### config.mk
export PLATFORM = sky130hd
export DESIGN_NAME = i2s_master_ctrl_module
export DESIGN_NICKNAME = d
export VERILOG_FILES = /design/src/rtl/i2s_pkg.sv /design/src/rtl/i2s_master_ctrl_module_clk_div.sv /design/src/rtl/i2s_master_ctrl_module.sv
export SDC_FILE = /design/constraint.sdc
export NUM_CORES = 1
export LEC_CHECK = 0
export CORE_MARGIN = 4
export CORE_UTILIZATION = 54
export DETAILED_ROUTE_END_ITERATION = 16
export GPL_TIMING_DRIVEN = 0
export PLACE_DENSITY = 0.82
export SLEW_MARGIN = 20
export SYNTH_ARGS = -nofsm -noshare
export SYNTH_HDL_FRONTEND = slang
export SYNTH_SLANG_ARGS = --single-unit
export TNS_END_PERCENT = 20
### constraint.sdc
create_clock -name clk_i -period 2.6 [get_ports clk_i]
set_input_delay 0.65 -clock clk_i [delete_from_list [all_inputs] [get_ports clk_i]]
set_output_delay 0.65 -clock clk_i [all_outputs]
set_load 0.01 [all_outputs]
### src/rtl/i2s_pkg.sv
// rtl/i2s_pkg.sv - shared state type and default sizes for the I2S master clock controller
package i2s_pkg;

    typedef enum logic [1:0] {IDLE, RUN, STOP} i2s_ctrl_state_t;

    localparam int I2S_FRAME_RES = 32;
    localparam int I2S_DIV_RES   = 8;

endpackage

### src/rtl/i2s_master_ctrl_module_clk_div.sv
// rtl/i2s_master_ctrl_module_clk_div.sv - half-period tick generator for the bit clock
module clk_div_module
    import i2s_pkg::*;
#(
    parameter int DIV_RES = I2S_DIV_RES
) (
    input  logic               clk_i,
    input  logic               rst_i,
    input  logic               clr_i,
    input  logic [DIV_RES-1:0] div_i,
    output logic               tick_o
);

    logic [DIV_RES-1:0] r_hcnt;

    assign tick_o = ~clr_i & (r_hcnt == div_i);

    always_ff @(posedge clk_i or posedge rst_i) begin
        if (rst_i) begin
            r_hcnt <= '0;
        end else if (clr_i || tick_o) begin
            r_hcnt <= '0;
        end else begin
            r_hcnt <= r_hcnt + 1'b1;
        end
    end

endmodule

### src/rtl/i2s_master_ctrl_module.sv
// rtl/i2s_master_ctrl_module.sv - I2S bck/lrck master with frame-aligned start/stop
module i2s_master_ctrl_module
    import i2s_pkg::*;
#(
    parameter int FRAME_RES = I2S_FRAME_RES,
    parameter int DIV_RES   = I2S_DIV_RES,
    parameter int FCNT_RES  = 16
) (
    input  logic                clk_i,
    input  logic                rst_i,
    input  logic                en_i,
    input  logic [DIV_RES-1:0]  div_i,
    output logic                bck_o,
    output logic                lrck_o,
    output logic                bck_fall_o,
    output logic                frame_o,
    output logic                busy_o,
    output logic [FCNT_RES-1:0] frame_cnt_o
);

    localparam int BW = (FRAME_RES > 1) ? $clog2(FRAME_RES) : 1;
    localparam logic [BW-1:0] BIT_LAST = BW'(FRAME_RES - 1);

    i2s_ctrl_state_t     r_state;
    logic [DIV_RES-1:0]  r_div_q;
    logic [BW-1:0]       r_bit_cnt;
    logic                r_bck;
    logic                r_lrck;
    logic                r_bck_fall;
    logic                r_frame;
    logic                r_busy;
    logic [FCNT_RES-1:0] r_frame_cnt;
    logic                w_tick;
    logic                w_clr;

    assign w_clr = (r_state == IDLE);

    clk_div_module #(
        .DIV_RES(DIV_RES)
    ) u_clk_div (
        .clk_i (clk_i),
        .rst_i (rst_i),
        .clr_i (w_clr),
        .div_i (r_div_q),
        .tick_o(w_tick)
    );

    always_ff @(posedge clk_i or posedge rst_i) begin
        if (rst_i) begin
            r_state     <= IDLE;
            r_div_q     <= '0;
            r_bit_cnt   <= '0;
            r_bck       <= 1'b0;
            r_lrck      <= 1'b0;
            r_bck_fall  <= 1'b0;
            r_frame     <= 1'b0;
            r_busy      <= 1'b0;
            r_frame_cnt <= '0;
        end else begin
            r_bck_fall <= 1'b0;
            r_frame    <= 1'b0;
            case (r_state)
                IDLE: begin
                    r_bck  <= 1'b0;
                    r_lrck <= 1'b0;
                    if (en_i) begin
                        r_div_q   <= div_i;
                        r_bit_cnt <= '0;
                        r_state   <= RUN;
                        r_busy    <= 1'b1;
                    end
                end
                RUN, STOP: begin
                    if (r_state == RUN && !en_i) begin
                        r_state <= STOP;
                    end else if (r_state == STOP && en_i) begin
                        r_state <= RUN;
                    end
                    if (w_tick) begin
                        r_bck <= ~r_bck;
                        // lrck and bit position advance only on falling bck
                        if (r_bck) begin
                            r_bck_fall <= 1'b1;
                            if (r_bit_cnt == BIT_LAST) begin
                                r_bit_cnt <= '0;
                                r_lrck    <= ~r_lrck;
                                if (r_lrck) begin
                                    r_frame     <= 1'b1;
                                    r_frame_cnt <= r_frame_cnt + 1'b1;
                                    r_div_q     <= div_i;
                                    if (r_state == STOP && !en_i) begin
                                        r_state <= IDLE;
                                        r_busy  <= 1'b0;
                                    end
                                end
                            end else begin
                                r_bit_cnt <= r_bit_cnt + 1'b1;
                            end
                        end
                    end
                end
                default: begin
                    r_state <= IDLE;
                    r_busy  <= 1'b0;
                end
            endcase
        end
    end

    assign bck_o       = r_bck;
    assign lrck_o      = r_lrck;
    assign bck_fall_o  = r_bck_fall;
    assign frame_o     = r_frame;
    assign busy_o      = r_busy;
    assign frame_cnt_o = r_frame_cnt;

endmodule

**After elaboration in Yosys (flattened, before gate mapping)**

Index checks and enable logic that the tools add are counted.

- Register bits: 44
- Bits of input ports: 11
- Output and inout bits: 21
- Word-level logic and storage cells: 83

- $add $sub $neg: 3
- Equal/unequal tests: 10
- Muxes and demuxes: 42
- Bitwise gates (word level): 4
- Reductions and logical operators: 14

Operators by type and width:

| kind | count |
|---|---|
| $mux 8 | 6 |
| $mux 5 | 4 |
| $mux 1 | 18 |
| $add 16x1->16 const B | 1 |
| $mux 2 | 8 |
| $pmux 8 s2 | 1 |
| $reduce_and 6->1 | 2 |
| $ne 2x2->1 const B | 5 |
| $pmux 5 s2 | 1 |
| $add 8x1->8 const B | 1 |
| $eq 8x8->1 | 1 |
| $reduce_and 4->1 | 2 |
| $pmux 1 s2 | 3 |
| $add 5x1->5 const B | 1 |
| $eq 5x5->1 const B | 1 |
| $reduce_and 5->1 | 1 |
| $pmux 2 s2 | 1 |
| $logic_and 1x1->1 | 3 |
| $not 1->1 | 3 |
| $eq 2x1->1 const B | 1 |
| $eq 2x2->1 const B | 1 |
| $logic_not 2->1 | 1 |
| $ne 2x1->1 const B | 1 |
| $reduce_and 2->1 | 1 |
| 5 further kinds | 5 |

**Longest topological paths before layout**

- Word-level depth: 10
- Gate-level depth with buffers: 10
- Depth with buffers taken out: 8

**Modules after synthesis**

From an unflattened synthesis, not the netlist that was laid out.

- Cells, all modules: 196
- Area, all modules: 2213.4 um2

Modules (own cells, without submodules):

| module | instances | cells an instance | area each (um2) | seq. area each (um2) |
|---|---|---|---|---|
| i2s_master_ctrl_module | 1 | 149 | 1720.4 | 900.9 |
| clk_div_module | 1 | 47 | 493.0 | 200.2 |

**Worst setup path after synthesis**

OpenSTA, ideal clock, no wires.

- Path kind: register -> register
- Start: register r_bit_cnt[0]
- End: register r_frame_cnt[11] (netlist: frame_cnt_o[11])
- Library setup time: 0.125 ns
- Arrival: 1.962 ns
- Setup slack: 0.512 ns
- Stages on the path, launching flop included: 11
- Buffers on the path: 2
- Clock period less this slack: 2.088 ns
- Cells stage by stage: dfrtp_1 ha_1 and3_1 ha_1 and3_1 clkbuf_1 and4_1 clkbuf_1 and3_1 nand3_1 xnor2_1

- Word-level cells in the longest chain between the ends: 2

RTL lines:

| item | line | RTL |
|---|---|---|
| from (decl) | i2s_master_ctrl_module.sv:26 | `logic [BW-1:0] r_bit_cnt;` |
| from (signal assigned) | i2s_master_ctrl_module.sv:97 | `r_bit_cnt <= r_bit_cnt + 1'b1;` |
| $eq 5x5->1 | i2s_master_ctrl_module.sv:84 | `if (r_bit_cnt == BIT_LAST) begin` |
| $reduce_and 5->1 (no source line) | -- |  |
| to (signal assigned) | i2s_master_ctrl_module.sv:89 | `r_frame_cnt <= r_frame_cnt + 1'b1;` |
| to (decl) | i2s_master_ctrl_module.sv:32 | `logic [FCNT_RES-1:0] r_frame_cnt;` |

No other way between the ends.
A chain may end at the register's enable or synchronous reset.

**Worst setup path in the final report**

Ends and elaborated chain as after synthesis.

==> run summary <==
The number of DRC violations after detailed-routing iteration 0 came out at 163. The die area came out at roughly 5300 um2. The count of buffers from port buffering came out at 31. The number of nets in the synthesized netlist came out at 234.

For flop-to-flop paths, the worst setup slack is between 200 and 250 ps. The critical path is of the flip-flop to flip-flop type. The H-tree was split into 2 levels. After detailed placement, the total cell area comes to between 2000 and 3000 um2. For this run, the total global-route usage over all layers was measured as 19.5%. The final critical-path required period is 2390 ps. The headroom to the max-slew limit came out at 29.2%. The endpoint identified for the worst register-to-register timing path is frame_cnt_o[11]. The critical path launch point type is a flip-flop. The worst setup path is captured at a flip-flop. The static power due to leakage is 1.24 nW. The number of antenna diodes is 0.

The number of fill cells in the layout is 321. On the worst path, the slowest cell contributes a delay of slightly below 400 ps. The max-slew violation total from the final report is 0. The CTS root buffer is sky130_fd_sc_hd__clkbuf_8. Buffers inserted to repair hold after CTS numbered 0. CTS saw between 40 and 50 sinks. The timing startpoint of the critical path is r_bit_cnt[0]. Counting along the longest clock path gives a buffer depth of 2. The routed length per placed instance came out at 15.2 um. The actual transition at the worst max-transition pin is between 1000 and 1500 ps. Ranked by total cell area, the synthesized netlist is headed by sky130_fd_sc_hd__dfrtp_1, sky130_fd_sc_hd__xnor2_1, sky130_fd_sc_hd__ha_1. The clock buffer count from CTS is 5. The cell row count is 23. The highest clock rate is 0.418 GHz. The hold path depth came out at 1. The buffer count from post-CTS setup fixing came out at 0. The fraction of the yosys area taken by sequential cells came out at 48.3%. In this run the cell area of the synthesized design comes to 2280 um2. The slowest stage of the critical path is the sky130_fd_sc_hd__dfrtp_1 cell. The critical path goes through ha_1, and3_1, ha_1, and3_1, and4_1, clkbuf_1, and3_1, nand3_1, xnor2_1. The cell with the most instances on the worst path is sky130_fd_sc_hd__and3_1. In the post-synthesis netlist, the cell with the most instances is sky130_fd_sc_hd__dfrtp_1. The number of hold violations in the final report came out at 0. The max-cap check violation count is 0. The overall via count from detail_route is 1754. The power per standard cell area came out at around 780 nW/um2. The clock latency of the later-clocked register in the worst-skew pair came out at 300 ps. Setup slack closes at 210 ps. The adder and majority gate portion of the synthesized area is 4.39%. The commonest cells after synthesis are sky130_fd_sc_hd__dfrtp_1, sky130_fd_sc_hd__xnor2_1, sky130_fd_sc_hd__nand3_1. The number of nets in the layout came out at 272.

For the worst setup path, the data arrival time is around 2600 ps. The run finished with clean final reports. The I/O pin total came out at 32.

In the finished design, the share of the clock period the worst path needs comes to 91.9%. The count of nets left with antenna violations once routing finished came out at 0. The area share of and/or/nand/nor cells after synthesis came out at between 15 and 20%.

The height of the die is 73.0 um. The maximum vdd ir drop is roughly 630 uV. Of all flip-flops after synthesis, the portion carrying an async set or reset was 100%. The number of enable-type register cells in the synthesized netlist is 0. The final clock skew came out at 6.09 ps.

Counting flops and latches in the post-synthesis netlist gives 44. The required arrival time at the worst endpoint is 2790 ps. The layout overhead on the synthesized area came out at 21.1%. The starting utilization of the core area is 56.6%.

The synthesized netlist devotes approximately 8.5% of its cell area to compound gates. The number of distinct standard cells referenced by the synthesized netlist came out at 39. In this run the worst path has a maximum fanout of 7. The ratio of cells with drive above 1 in the final layout came out at ~7.1%.

The final instance area came out at 2760 um2. The final setup violation count came out at 0. The fraction of post-synthesis cell area in the top cell type by area is 48.3%. The number of antenna violations at the first check in global routing is 0.

The number of cells traversed by the worst register-to-register path came out at 9. The routability congestion estimate is 0.880. The die width is 73.0 um. The predominant post-synthesis flop cell is sky130_fd_sc_hd__dfrtp_1. The final routed DRC violation total is 0. The total core area came out at around 4000 um2. For the final routed database, the setup TNS stands at 0 ps. The via count normalized by instance count is 5.77.

Detailed placement ended at an HPWL of around 3300 um. After synthesis, the mean cell area works out to 10.6 um2. The worst slack after detailed placement is ~49 ps.

The number of global-route vias before repair is around 1700. TritonCTS built the clock tree. The Yosys step of the flow raised 0 warnings. The clock transition at the registers of the reported paths is 80 ps.

sky130_fd_sc_hd__dfrtp_1 takes more of the synthesized area than any other cell. Gates resized during post-CTS repair numbered 0. The path class of the tightest hold or removal check is flip-flop to flip-flop. The aggregate global routing overflow came out at 0. By area, the combinational part of the netlist is dominated by simple AND/OR/NAND/NOR gates. The mux cell area share after synthesis is 4.94%.

Setup repair after global routing left no endpoint under its margin. The gate count after technology mapping came out at roughly 220. The critical path ends at frame_cnt_o[11]. The parity-gate share of the synthesized area counting xor and xnor cells is 11.1%.

Entering global routing, the biggest net connects 32 pins. Summed over all layers, the routed wires come to 4620 um. The startpoint identified for the worst register-to-register timing path is r_bit_cnt[0]. The first detailed-routing pass took 4 iterations. The wire length of the first global-routing pass is 7910 um.
-- cells by family (layout without fill, tap and decap cells) --
family / count (synthesis) / after routing
compound gates: 27 / 27
fa+ha+maj: 8 / 8
flops: 44 / 44
mux: 10 / 10
xor+xnor: 29 / 29
buf+inv: 18 / 57
simple gates: 79 / 79
-- worst min path at each step --
stage                          from              end  slack (ps)
finish              frame_cnt_o[15]  frame_cnt_o[15]         480
global route        frame_cnt_o[15]  frame_cnt_o[15]         520
CTS                 frame_cnt_o[15]  frame_cnt_o[15]         500
detailed placement  frame_cnt_o[15]  frame_cnt_o[15]         470
global placement    frame_cnt_o[15]  frame_cnt_o[15]         460
floorplan                r_div_q[0]       r_div_q[0]         480
-- placed cells by master (no fill, tap or decap), types with 5 or more instances in the layout --
master	count
sky130_fd_sc_hd__xnor2_1	24
sky130_fd_sc_hd__a21oi_1	7
sky130_fd_sc_hd__clkbuf_1	6
sky130_fd_sc_hd__mux2_1	8
sky130_fd_sc_hd__nand3_1	17
sky130_fd_sc_hd__and4_1	7
sky130_fd_sc_hd__clkbuf_8	6
sky130_fd_sc_hd__inv_1	7
sky130_fd_sc_hd__nor2_1	16
sky130_fd_sc_hd__ha_1	8
sky130_fd_sc_hd__nand2_1	11
sky130_fd_sc_hd__nand4_1	8
sky130_fd_sc_hd__xor2_1	5
sky130_fd_sc_hd__and3_1	11
sky130_fd_sc_hd__clkdlybuf4s50_1	31
sky130_fd_sc_hd__dfrtp_1	44
-- report_power, final --
part / internal (mW) / switching, mW
Clock: 0.212 / 0.228
Combinational: 0.333 / 0.470
Sequential: 0.797 / 0.103
Total: 1.34 / 0.801
-- stage by stage --
stage | cells | utilization [%] | hold WS, ps | power [mW]
floorplan | 215 | - | 480 | 1.50
global placement | 296 | 65.8 | 463 | 1.69
detailed placement | 297 | 66.3 | 470 | 1.72
CTS | 305 | 68.6 | 497 | 2.16
global route | 304 | 68.5 | 522 | 2.30
finish | 304 | 68.5 | 484 | 2.14
-- state kept, by name (all words and copies together), names as in the netlist --
| register | count |
|---|---|
| bck_fall_o | 1 |
| r_div_q | 8 |
| r_bit_cnt | 5 |
| busy_o | 1 |
| lrck_o | 1 |
| frame_o | 1 |
| u_clk_div.r_hcnt | 8 |
| frame_cnt_o | 16 |
| bck_o | 1 |
| r_state | 2 |
-- area by class of cell --
class | instances | area (um2) | area share (%)
buffer | 9 | 40.0 | 1.45
clock buffer | 6 | 82.6 | 2.99
clock inverter | 2 | 10.0 | 0.362
inverter | 8 | 30.0 | 1.09
multi-input combinational | 153 | 1100 | 40.0
sequential | 44 | 1100 | 39.9
tap | 50 | 62.6 | 2.27
timing repair buffer | 32 | 330 | 12.0
-- layer usage --
layer	up-vias	global-route usage, %	wire (um)
met3	10	6.06	209
met2	43	29.7	2130
li1	837	-	-
met5	-	0	0
met4	0	7.99	108
met1	864	26.0	2160
-- worst max-delay path: cells and delay by family (launching register included) --
kind                       cells  cell delay (ps)
buffers and inverters          1              250
DFF                            1              390
xor gates and xnor gates       1              150
and+or+nand+nor                5             1050
adders and majority gates      2              440
Power figures use the tool's default switching activity.
